[src/rtl/instr_encode_loader.sv]
// Loads RV32I programs into imem: buffers field-level descriptors in a small FIFO,
// encodes each one and writes it to consecutive word addresses from a base address.
module instr_encode_loader #(
  parameter int ADDR_W = 12,
  parameter int DEPTH  = 4
) (
  input  logic              clk,
  input  logic              reset,
  input  logic              start,
  input  logic [ADDR_W-1:0] base_addr,
  input  logic              in_valid,
  output logic              in_ready,
  input  logic [3:0]        in_kind,
  input  logic [2:0]        in_funct3,
  input  logic              in_funct7b5,
  input  logic [4:0]        in_rd,
  input  logic [4:0]        in_rs1,
  input  logic [4:0]        in_rs2,
  input  logic [31:0]       in_imm,
  input  logic              in_last,
  output logic              mem_we,
  input  logic              mem_ready,
  output logic [ADDR_W-1:0] mem_addr,
  output logic [31:0]       mem_wdata,
  output logic              done,
  output logic              err,
  output logic [ADDR_W-1:0] word_count
);

  localparam int PTR_W = $clog2(DEPTH);
  localparam logic [PTR_W:0]    PTR_ONE   = (PTR_W + 1)'(1);
  localparam logic [ADDR_W-1:0] WORD_MASK = ~ADDR_W'(3);

  localparam logic [3:0] KIND_LW    = 4'd0;
  localparam logic [3:0] KIND_SW    = 4'd1;
  localparam logic [3:0] KIND_R     = 4'd2;
  localparam logic [3:0] KIND_BR    = 4'd3;
  localparam logic [3:0] KIND_IALU  = 4'd4;
  localparam logic [3:0] KIND_JAL   = 4'd5;
  localparam logic [3:0] KIND_JALR  = 4'd6;
  localparam logic [3:0] KIND_LUI   = 4'd7;
  localparam logic [3:0] KIND_AUIPC = 4'd8;

  typedef enum logic [1:0] {IDLE, LOAD, DONE} stateT;

  typedef struct packed {
    logic [3:0]  kind;
    logic [2:0]  funct3;
    logic        funct7b5;
    logic [4:0]  rd;
    logic [4:0]  rs1;
    logic [4:0]  rs2;
    logic [31:0] imm;
    logic        last;
  } descT;

  function automatic logic [31:0] encode(
    input logic [3:0]  kind,
    input logic [2:0]  f3,
    input logic        f7b5,
    input logic [4:0]  rd,
    input logic [4:0]  rs1,
    input logic [4:0]  rs2,
    input logic [31:0] imm
  );
    logic [31:0] w;
    w = '0;
    case (kind)
      KIND_LW:    w = {imm[11:0], rs1, 3'b010, rd, 7'b0000011};
      KIND_SW:    w = {imm[11:5], rs2, rs1, 3'b010, imm[4:0], 7'b0100011};
      KIND_R:     w = {1'b0, f7b5, 5'b00000, rs2, rs1, f3, rd, 7'b0110011};
      KIND_BR:    w = {imm[12], imm[10:5], rs2, rs1, f3, imm[4:1], imm[11], 7'b1100011};
      KIND_IALU: begin
        // Shifts carry funct7 in the upper immediate bits.
        if (f3 == 3'b001 || f3 == 3'b101)
          w = {1'b0, f7b5, 5'b00000, imm[4:0], rs1, f3, rd, 7'b0010011};
        else
          w = {imm[11:0], rs1, f3, rd, 7'b0010011};
      end
      KIND_JAL:   w = {imm[20], imm[10:1], imm[11], imm[19:12], rd, 7'b1101111};
      KIND_JALR:  w = {imm[11:0], rs1, 3'b000, rd, 7'b1100111};
      KIND_LUI:   w = {imm[31:12], rd, 7'b0110111};
      KIND_AUIPC: w = {imm[31:12], rd, 7'b0010111};
      default:    w = '0;
    endcase
    return w;
  endfunction

  stateT             state, nextState;
  descT              fifoMem [DEPTH];
  descT              head;
  logic [PTR_W:0]    wrPtr, rdPtr;
  logic [ADDR_W-1:0] addrPtr, wordCnt;
  logic              errFlag;
  logic              fifoEmpty, fifoFull, headLegal;
  logic              push, pop, startLoad, memWe;

  assign fifoEmpty = (wrPtr == rdPtr);
  assign fifoFull  = (wrPtr[PTR_W] != rdPtr[PTR_W]) &&
                     (wrPtr[PTR_W-1:0] == rdPtr[PTR_W-1:0]);
  assign head      = fifoMem[rdPtr[PTR_W-1:0]];
  assign headLegal = (head.kind <= KIND_AUIPC);

  assign in_ready = (state == LOAD) && !fifoFull;
  assign push     = in_valid && in_ready;

  // NOTE: every signal driven here gets a default first, so no path can infer a latch.
  always_comb begin
    nextState = state;
    startLoad = 1'b0;
    pop       = 1'b0;
    memWe     = 1'b0;
    case (state)
      IDLE, DONE: begin
        if (start) begin
          nextState = LOAD;
          startLoad = 1'b1;
        end
      end
      LOAD: begin
        if (!fifoEmpty) begin
          if (!headLegal) begin
            pop = 1'b1;
          end else begin
            memWe = 1'b1;
            pop   = mem_ready;
          end
          if (pop && head.last) nextState = DONE;
        end
      end
      default: nextState = IDLE;
    endcase
  end

  // NOTE: sequential state uses non-blocking assignments so every register sees pre-edge values.
  always_ff @(posedge clk or posedge reset) begin
    if (reset) state <= IDLE;
    else       state <= nextState;
  end

  always_ff @(posedge clk or posedge reset) begin
    if (reset) begin
      wrPtr   <= '0;
      rdPtr   <= '0;
      addrPtr <= '0;
      wordCnt <= '0;
      errFlag <= 1'b0;
    end else if (startLoad) begin
      wrPtr   <= '0;
      rdPtr   <= '0;
      addrPtr <= base_addr & WORD_MASK;
      wordCnt <= '0;
      errFlag <= 1'b0;
    end else begin
      if (push) wrPtr <= wrPtr + PTR_ONE;
      if (pop) begin
        rdPtr <= rdPtr + PTR_ONE;
        if (headLegal) begin
          addrPtr <= addrPtr + ADDR_W'(4);
          wordCnt <= wordCnt + ADDR_W'(1);
        end else begin
          errFlag <= 1'b1;
        end
      end
    end
  end

  // NOTE: FIFO storage is not reset; the pointers alone decide which entries are valid.
  always_ff @(posedge clk) begin
    if (push) begin
      fifoMem[wrPtr[PTR_W-1:0]] <= '{kind: in_kind, funct3: in_funct3, funct7b5: in_funct7b5,
                                     rd: in_rd, rs1: in_rs1, rs2: in_rs2,
                                     imm: in_imm, last: in_last};
    end
  end

  assign mem_we     = memWe;
  assign mem_addr   = addrPtr;
  assign mem_wdata  = memWe ? encode(head.kind, head.funct3, head.funct7b5, head.rd,
                                     head.rs1, head.rs2, head.imm) : '0;
  assign done       = (state == DONE);
  assign err        = errFlag;
  assign word_count = wordCnt;

endmodule
[config.mk]
export PLATFORM = sky130hd
export DESIGN_NAME = instr_encode_loader
export DESIGN_NICKNAME = d
export VERILOG_FILES = /design/src/rtl/instr_encode_loader.sv
export SDC_FILE = /design/constraint.sdc
export NUM_CORES = 1
export LEC_CHECK = 0
export ABC_CLOCK_PERIOD_IN_PS = 3300
export CAP_MARGIN = 20
export CORE_ASPECT_RATIO = 0.5
export CORE_MARGIN = 3
export CORE_UTILIZATION = 50
export DETAILED_ROUTE_END_ITERATION = 6
export PLACE_DENSITY = 0.75
export SYNTH_ARGS = -nofsm -noshare
export SYNTH_HDL_FRONTEND = slang
export SYNTH_SLANG_ARGS = --single-unit
[constraint.sdc]
create_clock -name clk -period 3.3 [get_ports clk]
set_clock_uncertainty 0.15 [all_clocks]
set_input_delay 0.495 -clock clk [delete_from_list [all_inputs] [get_ports clk]]
set_output_delay 0.495 -clock clk [all_outputs]
set_load 0.02 [all_outputs]
==> flow_metrics.env <==
export IMPL_outcome="finished, violations left"
export IMPL_violations="setup timing"
export IMPL_slew_headroom=0.5953
export IMPL_gp_congestion=0.9328
export IMPL_postCtsHoldBufs=0
export IMPL_ios=133
export IMPL_viasPerCell=5.866
export IMPL_async_reset_ff_frac=0.1216
export IMPL_synth_compound_area_share=0.06173
export IMPL_netlist_area_mm2=0.01064
export IMPL_fin_tns_setup_ns=-4.195
export IMPL_synth_top_area_frac=0.6321
export IMPL_yosysWarnings=0
export IMPL_vias=6546
export IMPL_worstSetupPathType="reg -> out"
export IMPL_synth_xor_area_frac=0.01564
export IMPL_hold_class="in -> async"
export IMPL_clockBufferDepth=3
export IMPL_synthSimpleGateAreaFrac=0.05938
export IMPL_numPlacedInstances=1050
export IMPL_grt_pass1_wl_um=37080
export IMPL_wire_per_inst_um=22.93
export IMPL_rsz0062_at_grt="true"
export IMPL_cts_tree="done"
export IMPL_die_area_mm2=0.02318
export IMPL_rr_worst_depth=8
export IMPL_synth_avg_cell_area_um2=17.19
export IMPL_numCtsBuffers=23
export IMPL_grt_max_degree=58
export IMPL_nets=906
export IMPL_maxSlewViolCount=0
export IMPL_multi_input_area_mm2=0.003224
export IMPL_clockRootBuffer="clkbuf_16"
export IMPL_whs_ns=0.2053
export IMPL_yosys_cell_types_count=66
export IMPL_layout_min_cycle_time_ns=3.511
export IMPL_synth_area_mux_share=0.1253
export IMPL_grt_pass1_vias=6467
export IMPL_cp_required_ns=2.65
export IMPL_firstDrtPassIters=5
export IMPL_worst_r2r_setup_slack_ns=0.35
export IMPL_grt_usage=0.2095
export IMPL_hpwl_um=14700
export IMPL_drc=0
export IMPL_rows=37
export IMPL_fp_dieW_um=212.3
export IMPL_tightest_slew_ns=0.6064
export IMPL_syn_inst=619
export IMPL_synthAdderAreaFrac=0.009171
export IMPL_arrival_ns=2.87
export IMPL_drive_gt1_frac=0.3369
export IMPL_drt_iter0_markers=664
export IMPL_critPathLaunch="rdPtr[0]"
export IMPL_fmax_ghz=0.2848
export IMPL_grt_ovfl_total=0
export IMPL_power_leakage_nw=4.888
export IMPL_final_fill_count=1337
export IMPL_insertion_delay_ns=0.53
export IMPL_die_h_um=109.2
export IMPL_start_kind="register"
export IMPL_diodes=0
export IMPL_power_density_mw_per_mm2=856.8
export IMPL_worst_setup_path_end_kind="primary output"
export IMPL_cap_violations=0
export IMPL_preCtsSetupSlack_ns=-0.2769
export IMPL_peakVddDrop_mv=0.4566
export IMPL_finalCritPeriodShare=1.064
export IMPL_synth_edf_count=224
export IMPL_yosysTopAreaCell="edfxtp_1"
export IMPL_wl_um=25590
export IMPL_cts_reportedPaths_clkPinSlew_ns=0.07
export IMPL_synth_area_leaders="edfxtp_1, mux4_2, dfrtp_1, nor2_1, a2bb2oi_1"
export IMPL_crit_path_max_fanout=7
export IMPL_synth_ff_type="edfxtp_1"
export IMPL_final_cells=1116
export IMPL_setup_violations=29
export IMPL_cts_max_level=1
export IMPL_cp_endpoint="mem_wdata[27]"
export IMPL_io_buffers=128
export IMPL_ys_seq_area_frac=0.7050
export IMPL_synth_top_family_by_area="multiplexers"
export IMPL_hold_viol_final=0
export IMPL_start_util=0.5131
export IMPL_crit_reg2reg_launch="rdPtr[0]"
export IMPL_clock_sinks=255
export IMPL_core_mm2=0.02074
export IMPL_ys_ff_latch=255
export IMPL_setup_ws_ns=-0.2114
export IMPL_regToRegEndpoint="mem_addr[7]"
export IMPL_ant_nets=0
export IMPL_antenna_found_initial=0
export IMPL_area_delta_synth_final_pct=32.28
export IMPL_seqCellArea_mm2=0.007507
-- critical path: stages (launching register included) --
cell      delay (ns)
dfrtp_4         0.47
mux4_2          0.56
buf_6           0.17
buf_8           0.15
xnor2_4         0.12
a221oi_2        0.32
buf_6           0.21
a22oi_2         0.07
nor2_1          0.12
buf_4           0.15
-- cell usage after synthesis, types with 2 or more instances --
library cell    n
a21oi_1        15
a221o_1         3
a22oi_1         8
a2bb2oi_1      14
a31o_2          2
a31oi_1         3
a32oi_1         2
and2_1          5
and3_1          3
buf_1           3
buf_2           7
buf_4           5
clkbuf_1       16
dfrtp_1        31
edfxtp_1      224
ha_1            7
inv_1          25
mux2_2          2
mux2i_1         5
mux4_2         56
nand2_1        18
nand2b_1        5
nand3_1        10
nand4_1         3
nor2_1         51
nor2b_1         6
nor3_1          5
nor3b_1         4
nor4_1          3
nor4_2          2
o211ai_1        3
o21a_1          2
o21ai_0        14
o21ai_1         2
o221ai_1        4
o22ai_1         2
o31a_1          2
or2_2           2
xnor2_1        14
xor2_1          5
-- placed cells by master, fill, tap and decap left out, types with 7 or more instances in the layout --
| cell type | Yosys | routed |
|---|---|---|
| clkdlybuf4s50_1 | 0 | 95 |
| dfrtp_1 | 31 | 29 |
| xnor2_1 | 14 | 13 |
| buf_6 | 1 | 23 |
| ha_1 | 7 | 7 |
| nand3_1 | 10 | 10 |
| nand2_1 | 18 | 17 |
| buf_4 | 5 | 73 |
| buf_12 | 0 | 10 |
| inv_1 | 25 | 21 |
| edfxtp_1 | 224 | 224 |
| o21ai_0 | 14 | 12 |
| a2bb2oi_2 | 0 | 9 |
| nor2_1 | 51 | 40 |
| mux4_2 | 56 | 56 |
| nor2_2 | 0 | 8 |
| clkbuf_16 | 0 | 26 |
| a21oi_1 | 15 | 10 |
-- per-stage QoR --
step	instance area [µm²]	util	total power, mW
floorplan	10650	-	6.673
global placement	12680	0.6115	8.279
detailed placement	12680	0.6115	8.367
CTS	13720	0.6613	11.43
global route	14080	0.6787	12.57
finish	14080	0.6787	12.06
-- timing repair --
action,in CTS,in global routing
cloned,1,4
setup endpoints to repair,33,31
setup buffers,14,7
gates resized for setup,211,65
pin swaps,14,15
-- sequential cells by signal, indices dropped and copies added (netlist names) --
register / cells
err: 1
rdPtr: 3
mem_addr: 10
fifoMem: 224
state: 2
word_count: 12
wrPtr: 3
-- area by class of cell --
| type | instances | area share |
|---|---|---|
| multi-input combinational | 308 | 0.2291 |
| inverter | 25 | 0.007022 |
| tap | 273 | 0.02427 |
| clock buffer | 24 | 0.04116 |
| sequential | 255 | 0.5333 |
| clock inverter | 18 | 0.01049 |
| timing repair buffer | 213 | 0.1547 |
-- where the power goes --
part | total, mW | switching (mW) | internal [mW]
clock network | 2.60 | 1.21 | 1.38
registers | 4.23 | 0.215 | 4.01
logic | 5.24 | 2.71 | 2.52
total | 12.1 | 4.14 | 7.92
-- metal layers --
layer  GRT usage  routed length (µm)  vias to the layer above
met5           0                   0                        -
met4     0.04552                 580                        0
met3     0.03995                1800                       50
met2      0.3500               12560                      281
met1      0.2927               10650                     3337
li1            -                   -                     2878
-- cells by family (layout without fill, tap and decap cells) --
logic type / Yosys count / count (layout)
DFF: 255 / 255
AOI/OAI and AO/OA: 91 / 91
other: 1 / 2
adders and majority gates: 8 / 8
xor gates and xnor gates: 19 / 19
and+or+nand+nor: 125 / 125
muxes: 63 / 63
buffers and inverters: 57 / 280
-- worst min-delay path by stage --
stage	endpoint	slack, ns
5_1_grt	state[1]	0.27
4_1_cts	state[1]	0.23
3_5_place_dp	err	0.34
6_report	word_count[8]	0.21
3_3_place_gp	err	0.33
2_1_floorplan	rdPtr[2]	0.41
No activity file was read; power rests on OpenSTA's default activity.
